File: config.mk
export PLATFORM = sky130hd
export DESIGN_NAME = booth_mult_iter
export DESIGN_NICKNAME = d
export VERILOG_FILES = /design/src/rtl/booth_mult_iter.sv
export SDC_FILE = /design/constraint.sdc
export NUM_CORES = 1
export LEC_CHECK = 0
export ABC_AREA = 1
export CORE_MARGIN = 8
export CORE_UTILIZATION = 50
export CTS_CLUSTER_DIAMETER = 200
export DETAILED_ROUTE_END_ITERATION = 10
export PLACE_DENSITY = 0.82
export SYNTH_ARGS = -nofsm -noshare
export SYNTH_HDL_FRONTEND = slang
export SYNTH_SLANG_ARGS = --single-unit
File: constraint.sdc
create_clock -name clock -period 3.55 [get_ports clock]
set_input_delay 0.355 -clock clock [delete_from_list [all_inputs] [get_ports clock]]
set_output_delay 0.355 -clock clock [all_outputs]
set_load 0.005 [all_outputs]
File: src/rtl/booth_mult_iter.sv
// Iterative radix-2 Booth signed multiplier: one add/sub-and-shift step per cycle,
// returning the low WIDTH product bits plus a signed-overflow flag.
module booth_mult_iter #(
    parameter int unsigned WIDTH = 32,
    parameter int unsigned CNT_W = 6
) (
    input  logic             clock,
    input  logic             reset,
    input  logic             ctrl_MULT,
    input  logic [WIDTH-1:0] data_operandA,
    input  logic [WIDTH-1:0] data_operandB,
    output logic [WIDTH-1:0] data_result,
    output logic             data_exception,
    output logic             data_resultRDY,
    output logic             busy
);

    localparam int unsigned PW = 2 * WIDTH + 1;

    typedef enum logic [1:0] {
        StIdle,
        StRun,
        StDone
    } stateT;

    stateT            stateQ, stateD;
    logic [CNT_W-1:0] cntQ, cntD;
    logic [PW-1:0]    prodQ, prodD;
    logic [WIDTH-1:0] mcandQ, mcandD;
    logic [WIDTH-1:0] resultQ, resultD;
    logic             excQ, excD;

    logic [WIDTH:0]   upperExt;
    logic [WIDTH:0]   mcandExt;
    logic [WIDTH:0]   sum;
    logic [PW-1:0]    prodStep;
    logic [WIDTH:0]   signField;
    logic             lastIter;

    // Datapath for one Booth step. The extra sum bit keeps the carry out of -M when
    // M is the most-negative value, and becomes the replicated sign after the shift.
    always_comb begin
        upperExt = {prodQ[PW-1], prodQ[PW-1:WIDTH+1]};
        mcandExt = {mcandQ[WIDTH-1], mcandQ};
        unique case (prodQ[1:0])
            2'b01:   sum = upperExt + mcandExt;
            2'b10:   sum = upperExt - mcandExt;
            default: sum = upperExt;
        endcase
        prodStep  = {sum, prodQ[WIDTH:1]};
        signField = prodStep[PW-1:WIDTH];
        lastIter  = (cntQ == CNT_W'(WIDTH - 1));
    end

    always_comb begin
        stateD  = stateQ;
        cntD    = cntQ;
        prodD   = prodQ;
        mcandD  = mcandQ;
        resultD = resultQ;
        excD    = excQ;
        if (ctrl_MULT) begin
            // A start always wins, aborting whatever was in flight.
            mcandD  = data_operandA;
            prodD   = {{WIDTH{1'b0}}, data_operandB, 1'b0};
            cntD    = '0;
            resultD = '0;
            excD    = 1'b0;
            stateD  = StRun;
        end else begin
            case (stateQ)
                StRun: begin
                    prodD = prodStep;
                    cntD  = cntQ + 1'b1;
                    if (lastIter) begin
                        stateD  = StDone;
                        resultD = prodStep[WIDTH:1];
                        excD    = !((&signField) || !(|signField));
                    end
                end
                StDone:  stateD = StIdle;
                default: stateD = stateQ;
            endcase
        end
    end

    always_ff @(posedge clock or negedge reset) begin
        if (!reset) begin
            stateQ  <= StIdle;
            cntQ    <= '0;
            prodQ   <= '0;
            mcandQ  <= '0;
            resultQ <= '0;
            excQ    <= 1'b0;
        end else begin
            stateQ  <= stateD;
            cntQ    <= cntD;
            prodQ   <= prodD;
            mcandQ  <= mcandD;
            resultQ <= resultD;
            excQ    <= excD;
        end
    end

    assign busy           = (stateQ == StRun);
    assign data_resultRDY = (stateQ == StDone);
    assign data_result    = resultQ;
    assign data_exception = excQ;

endmodule

After elaboration in Yosys (flattened, before gate mapping) --
Cells that the tools add are included.
Cells by class: mux-type cells 14, reduce and logical (&&, ||, !) cells 10, $add $sub $neg 3, eq/ne operators 6
Operator list (count):
- 65-bit two-way mux | 2
- 32-bit two-way mux | 3
- 33-bit one-hot mux with 2 select lines | 1
- 32-bit by 32-bit adder with 33-bit output | 1
- 33-bit AND reduction | 1
- 33-bit OR reduction | 1
- 32-bit by 32-bit subtractor with 33-bit output | 1
- 6-bit two-way mux | 2
- 6-bit by 1-bit adder with 6-bit output, second input constant | 1
- 6-bit by 5-bit equality test with 1-bit output, second input constant | 1
- 2-bit by 1-bit equality test with 1-bit output, second input constant | 2
- 2-bit equality test, second input constant | 2
- 2-bit two-way mux | 2
- 2-bit one-hot mux with 2 select lines | 1
- 2-bit AND reduction | 2
- 2-bit nonzero test | 2
- 1-bit two-way mux | 3
- 3-bit by 2-bit != test with 1-bit output, second input constant | 1
- 3-bit nonzero test | 1
- 1-bit zero test | 2
- 1-bit logical OR | 1
Storage, ports and cells: logic and storage cells 39, bits of input ports 67, register bits after elaboration 138, output and inout port bits 35

Depth between registers and ports, before layout --
depth in word-level cells 9, gate-level depth with buffers 31, depth with buffers taken out 31

Worst setup path after synthesis --
Ideal clock, no wire load.
path type reg-to-reg, from register prodQ[0], to register excQ (netlist: data_exception), data required time 3433 ps, cell stages (with the launch flop) 27, slack 154 ps, buffers on the path 1, arrival 3279 ps, setup time 117 ps, clock period less this slack 3396 ps, cell sequence dfrtp_1 inv_1 ha_1 clkbuf_1 nor2_1 nor2_1 o21ai_1 nor2_1 o21ai_1 nor2_1 xor2_1 inv_1 ha_1 nand2_2 nor2_1 inv_1 nor3_2 nand2_1 nand3_1 nand3_1 nand2_2 and2_1 nand3_1 nor2_1 nand2_1 nand3_1 nand2_1
On the way: word-level cells in the longest chain between the ends 9, elaborated cells on any way between the ends 11, classes of those cells 2 x eq/ne; 4 x mux; 5 x reduce/logical
RTL lines:
- from (decl) | RTL line 28 | logic [PW-1:0] prodQ, prodD;
- from (signal assigned) | RTL line 98 | prodQ <= prodD;
- 2-bit equality test or 2-bit by 1-bit equality test with 1-bit output (tied branches) | RTL line 45 | unique case (prodQ[1:0])
- 33-bit one-hot mux with 2 select lines * | RTL line 45
- 33-bit OR reduction | RTL line 78 | excD = !((&signField) || !(|signField));
- 1-bit zero test | RTL line 78
- 1-bit logical OR * | RTL line 78
- 1-bit zero test * | RTL line 78
- 1-bit two-way mux * | RTL line 75 | if (lastIter) begin
- 1-bit two-way mux * | RTL line 71 | case (stateQ)
- 1-bit two-way mux * | RTL line 62 | if (ctrl_MULT) begin
- to (signal assigned) | RTL line 94 | excQ <= 1'b0;
- to (signal assigned) | RTL line 101 | excQ <= excD;
- to (decl) | RTL line 31 | logic excQ, excD;
Every way passes the cells marked *; elsewhere a longest branch is shown, timed or not. The select of a mux whose other input is x is not followed. A chain may end at the register's enable or synchronous reset.

Final worst setup path --
from register mcandQ[3], to register excQ (netlist: data_exception)
On the way: word-level cells in the longest chain between the ends 9, elaborated cells on any way between the ends 11, classes of those cells 2 x add/sub; 4 x mux; 5 x reduce/logical
RTL lines:
- from (decl) | RTL line 29 | logic [WIDTH-1:0] mcandQ, mcandD;
- from (signal assigned) | RTL line 99 | mcandQ <= mcandD;
- 32-bit by 32-bit subtractor with 33-bit output or 32-bit by 32-bit adder with 33-bit output (tied branches) | RTL line 47, 46
- 33-bit one-hot mux with 2 select lines * | RTL line 45
- 33-bit OR reduction | RTL line 78
- 1-bit zero test | RTL line 78
- 1-bit logical OR * | RTL line 78
- 1-bit zero test * | RTL line 78
- 1-bit two-way mux * | RTL line 75
- 1-bit two-way mux * | RTL line 71
- 1-bit two-way mux * | RTL line 62
Marks and branches as above.

==> results.md <==
* CTS H-tree lvls at 4
* Worst-Margin Slew at 1.16 ns
* Endpoint class of the critical path: flop
* Pwr dens at 538 nW/µm²
* Most used cell along the critical path: nand2_1
* RSZ-0062 raised after global routing: yes
* Filler-free cell count of the finished design at 1928
* Final nets at 1757
* Total core area at 18800 µm²
* Placed insts at 1882
* Area of the die at 24000 µm²
* Setup crit start kind: flop
* Crit path largest cell delay at 0.42 ns
* # rows at 50
* P_leak at 6.70 nW
* Fin crit share at 112%
* Asr flop ratio synth at 100%
* I/O pins at 102
* Avg Inst Size Synth at 6.66 µm²
* R2R cell count at 29
* Share of cells above drive strength 1 at 20.0%
* Clk_lat worst skew at 0.42 ns
* Largest net degree at the start of global routing at 86
* Outcome: complete, but fails checks
* Clk pin slew, worst setup/hold paths at 0.07 ns
* Seq/Total Area, Yosys at 35.8%
* Max-slew violations at 0
* Via/cell ratio at 5.46
* Max rail drop VDD at 0.369 mV
* DR DRC count at 0
* Slew HR at 22.7%
* Drt pass-1 iters at 5
* Max-Cap Viols at 0
* Area post-placement at 11700 µm²
* # fillers at 1435
* Mapped Area at 9640 µm²
* GRT Util Overall at 25.6%
* Fmax at 251 MHz
* Die width at 155 µm
* Global route overflow at 0
* Worst hold path type: input port to asynchronous set/reset pin
* Worst R2R Start: mcandQ[3]
* Final hold vios at 3
* Design Area, Final at 13000 µm²
* Initial antenna violation count at 1
* Total negative setup slack at -1.84 ns
* Violated checks: negative hold slack, negative setup slack
* Max stage delay cell, worst path: dfrtp_1
* Setup violations, final at 13
* Net Count, Synth at 1549
* 1st-iter DRT viols at 996
* Vias in the first global route at 9976
* Vias after detailed routing at 10500
* Critical Setup Path Class: flop to flop
* Area Growth Syn to Fin at 35.2%
* Die height at 155 µm
* Worst-path fanout max at 3
* Final ANT Viol Nets at 0
* Yosys warnings at 0
* Synthesized instance count at 1446
* DPL Wire Length at 22500 µm
* Hold Worst Slack at -0.00382 ns
* Placer congestion estimate at 1.01
* Fin worst setup slack at -0.430 ns
* Layout Skew at 0.00906 ns
* Dpl ws at -0.427 ns
* Main synth FF type: dfrtp_1
* Final Util at 69.2%
* Post-layout min period at 3.98 ns
* Commonest non-fill, non-tap cells in the layout: 434 x nand2_1, 259 x inv_1, 138 x dfrtp_1
* Synth Register Bits at 138
* Wire per inst at 16.7 µm
* CTS root buf: clkbuf_16
* CTS tree: done
* First-pass GRT wire length at 49400 µm
* Pwr Total at 7.01 mW
* Inserted Clock Buffers at 17
* Setup slack, reg-to-reg at -0.43 ns
* Most common cell after layout, fill and taps aside: nand2_1
* # hold bufs at CTS at 0
* CP required at 3.87 ns
* Critical R2R Capture: data_exception
* Clock sinks at 138
* Worst EP arrival at 4.30 ns
* Synth cell types at 37
* Clock Tree Buf Depth at 2
* Port bufs at 101
* Initial Util at 51.2%
* WL final at 32100 µm
* EDFF count, synth at 0
[routing by layer]
layer / global-route usage, % / share of wire, %
met1: 33.0 / 42
met2: 42.5 / 47
met3: 4.26 / 7.7
met4: 9.29 / 3.0
met5: 0 / 0
[where the power goes]
part           leakage [nW]  internal, mW  switching [mW]
sequential             1.78          1.73           0.135
combinational          4.63          1.38            2.00
clock                 0.285         0.991           0.772
[cell usage after synthesis, drive strengths merged (3+ instances only)]
cell type  number  area, µm²
a21oi          24        120
a22o            4       35.0
a22oi          16        120
a31oi           4       25.0
and2            5       31.3
buf            12       52.6
clkbuf         31        116
dfrtp         138       3450
ha             35        438
inv           276       1040
nand2         487       1870
nand3          91        460
nand3b          4       30.0
nand4          17        106
nor2          109        434
nor3           16        111
nor4            3       25.0
o21ai          72        360
o221ai         16        140
o22ai          17        106
o31ai          31        233
xor2           30        263
[registers in the layout (all words and copies together) (netlist names)]
| signal | cells |
|---|---|
| cntQ | 6 |
| mcandQ | 32 |
| stateQ | 2 |
| data_exception | 1 |
| prodQ | 65 |
| data_result | 32 |
[worst max-delay path: cells and delay by family, from the launching register on]
kind                     cells  cell delay, ns
flip-flops                   1            0.42
AND/OR/NAND/NOR             22            2.56
buffers and inverters        5            0.45
adder cells (fa/ha/maj)      1            0.29
XOR/XNOR                     1            0.14
[logic make-up (layout without fill, tap and decap cells)]
logic type,after synthesis,count (layout),share of synthesized area (%)
simple gates,733,733,32.0
buf+inv,321,542,12.6
compound gates,188,188,12.2
flops,138,138,35.8
fa+ha+maj,36,36,4.75
xor+xnor,30,30,2.73
other cells,0,1,0
[repair_timing]
item | 4_1_cts | 5_1_grt
gates resized for setup | 65 | 99
setup buffers | 8 | 5
pin swaps | 31 | 43
endpoints found under the setup margin | 13 | 21
[worst max path at each step]
| stage | start | end | slack [ns] | cells after the start |
|---|---|---|---|---|
| finish | mcandQ[3] | data_exception | -0.43 | 29 |
| global route | mcandQ[3] | data_exception | -0.62 | 29 |
| CTS | mcandQ[2] | data_exception | -0.38 | 29 |
| detailed placement | mcandQ[0] | data_exception | -0.43 | 27 |
| global placement | mcandQ[0] | data_exception | -0.36 | 26 |
| floorplan | prodQ[0] | data_exception | 0.15 | 26 |
[cell type report]
class                      count  area, µm²  area share, %
multi-input combinational    987       5600           43.0
sequential                   138       3450           26.5
timing repair buffer         232       2020           15.5
inverter                     278       1040           8.01
clock buffer                  17        425           3.26
tap                          260        325           2.50
clock inverter                15        160           1.23
antenna                        1       2.50         0.0192
No activity file was read; power rests on OpenSTA's default activity.
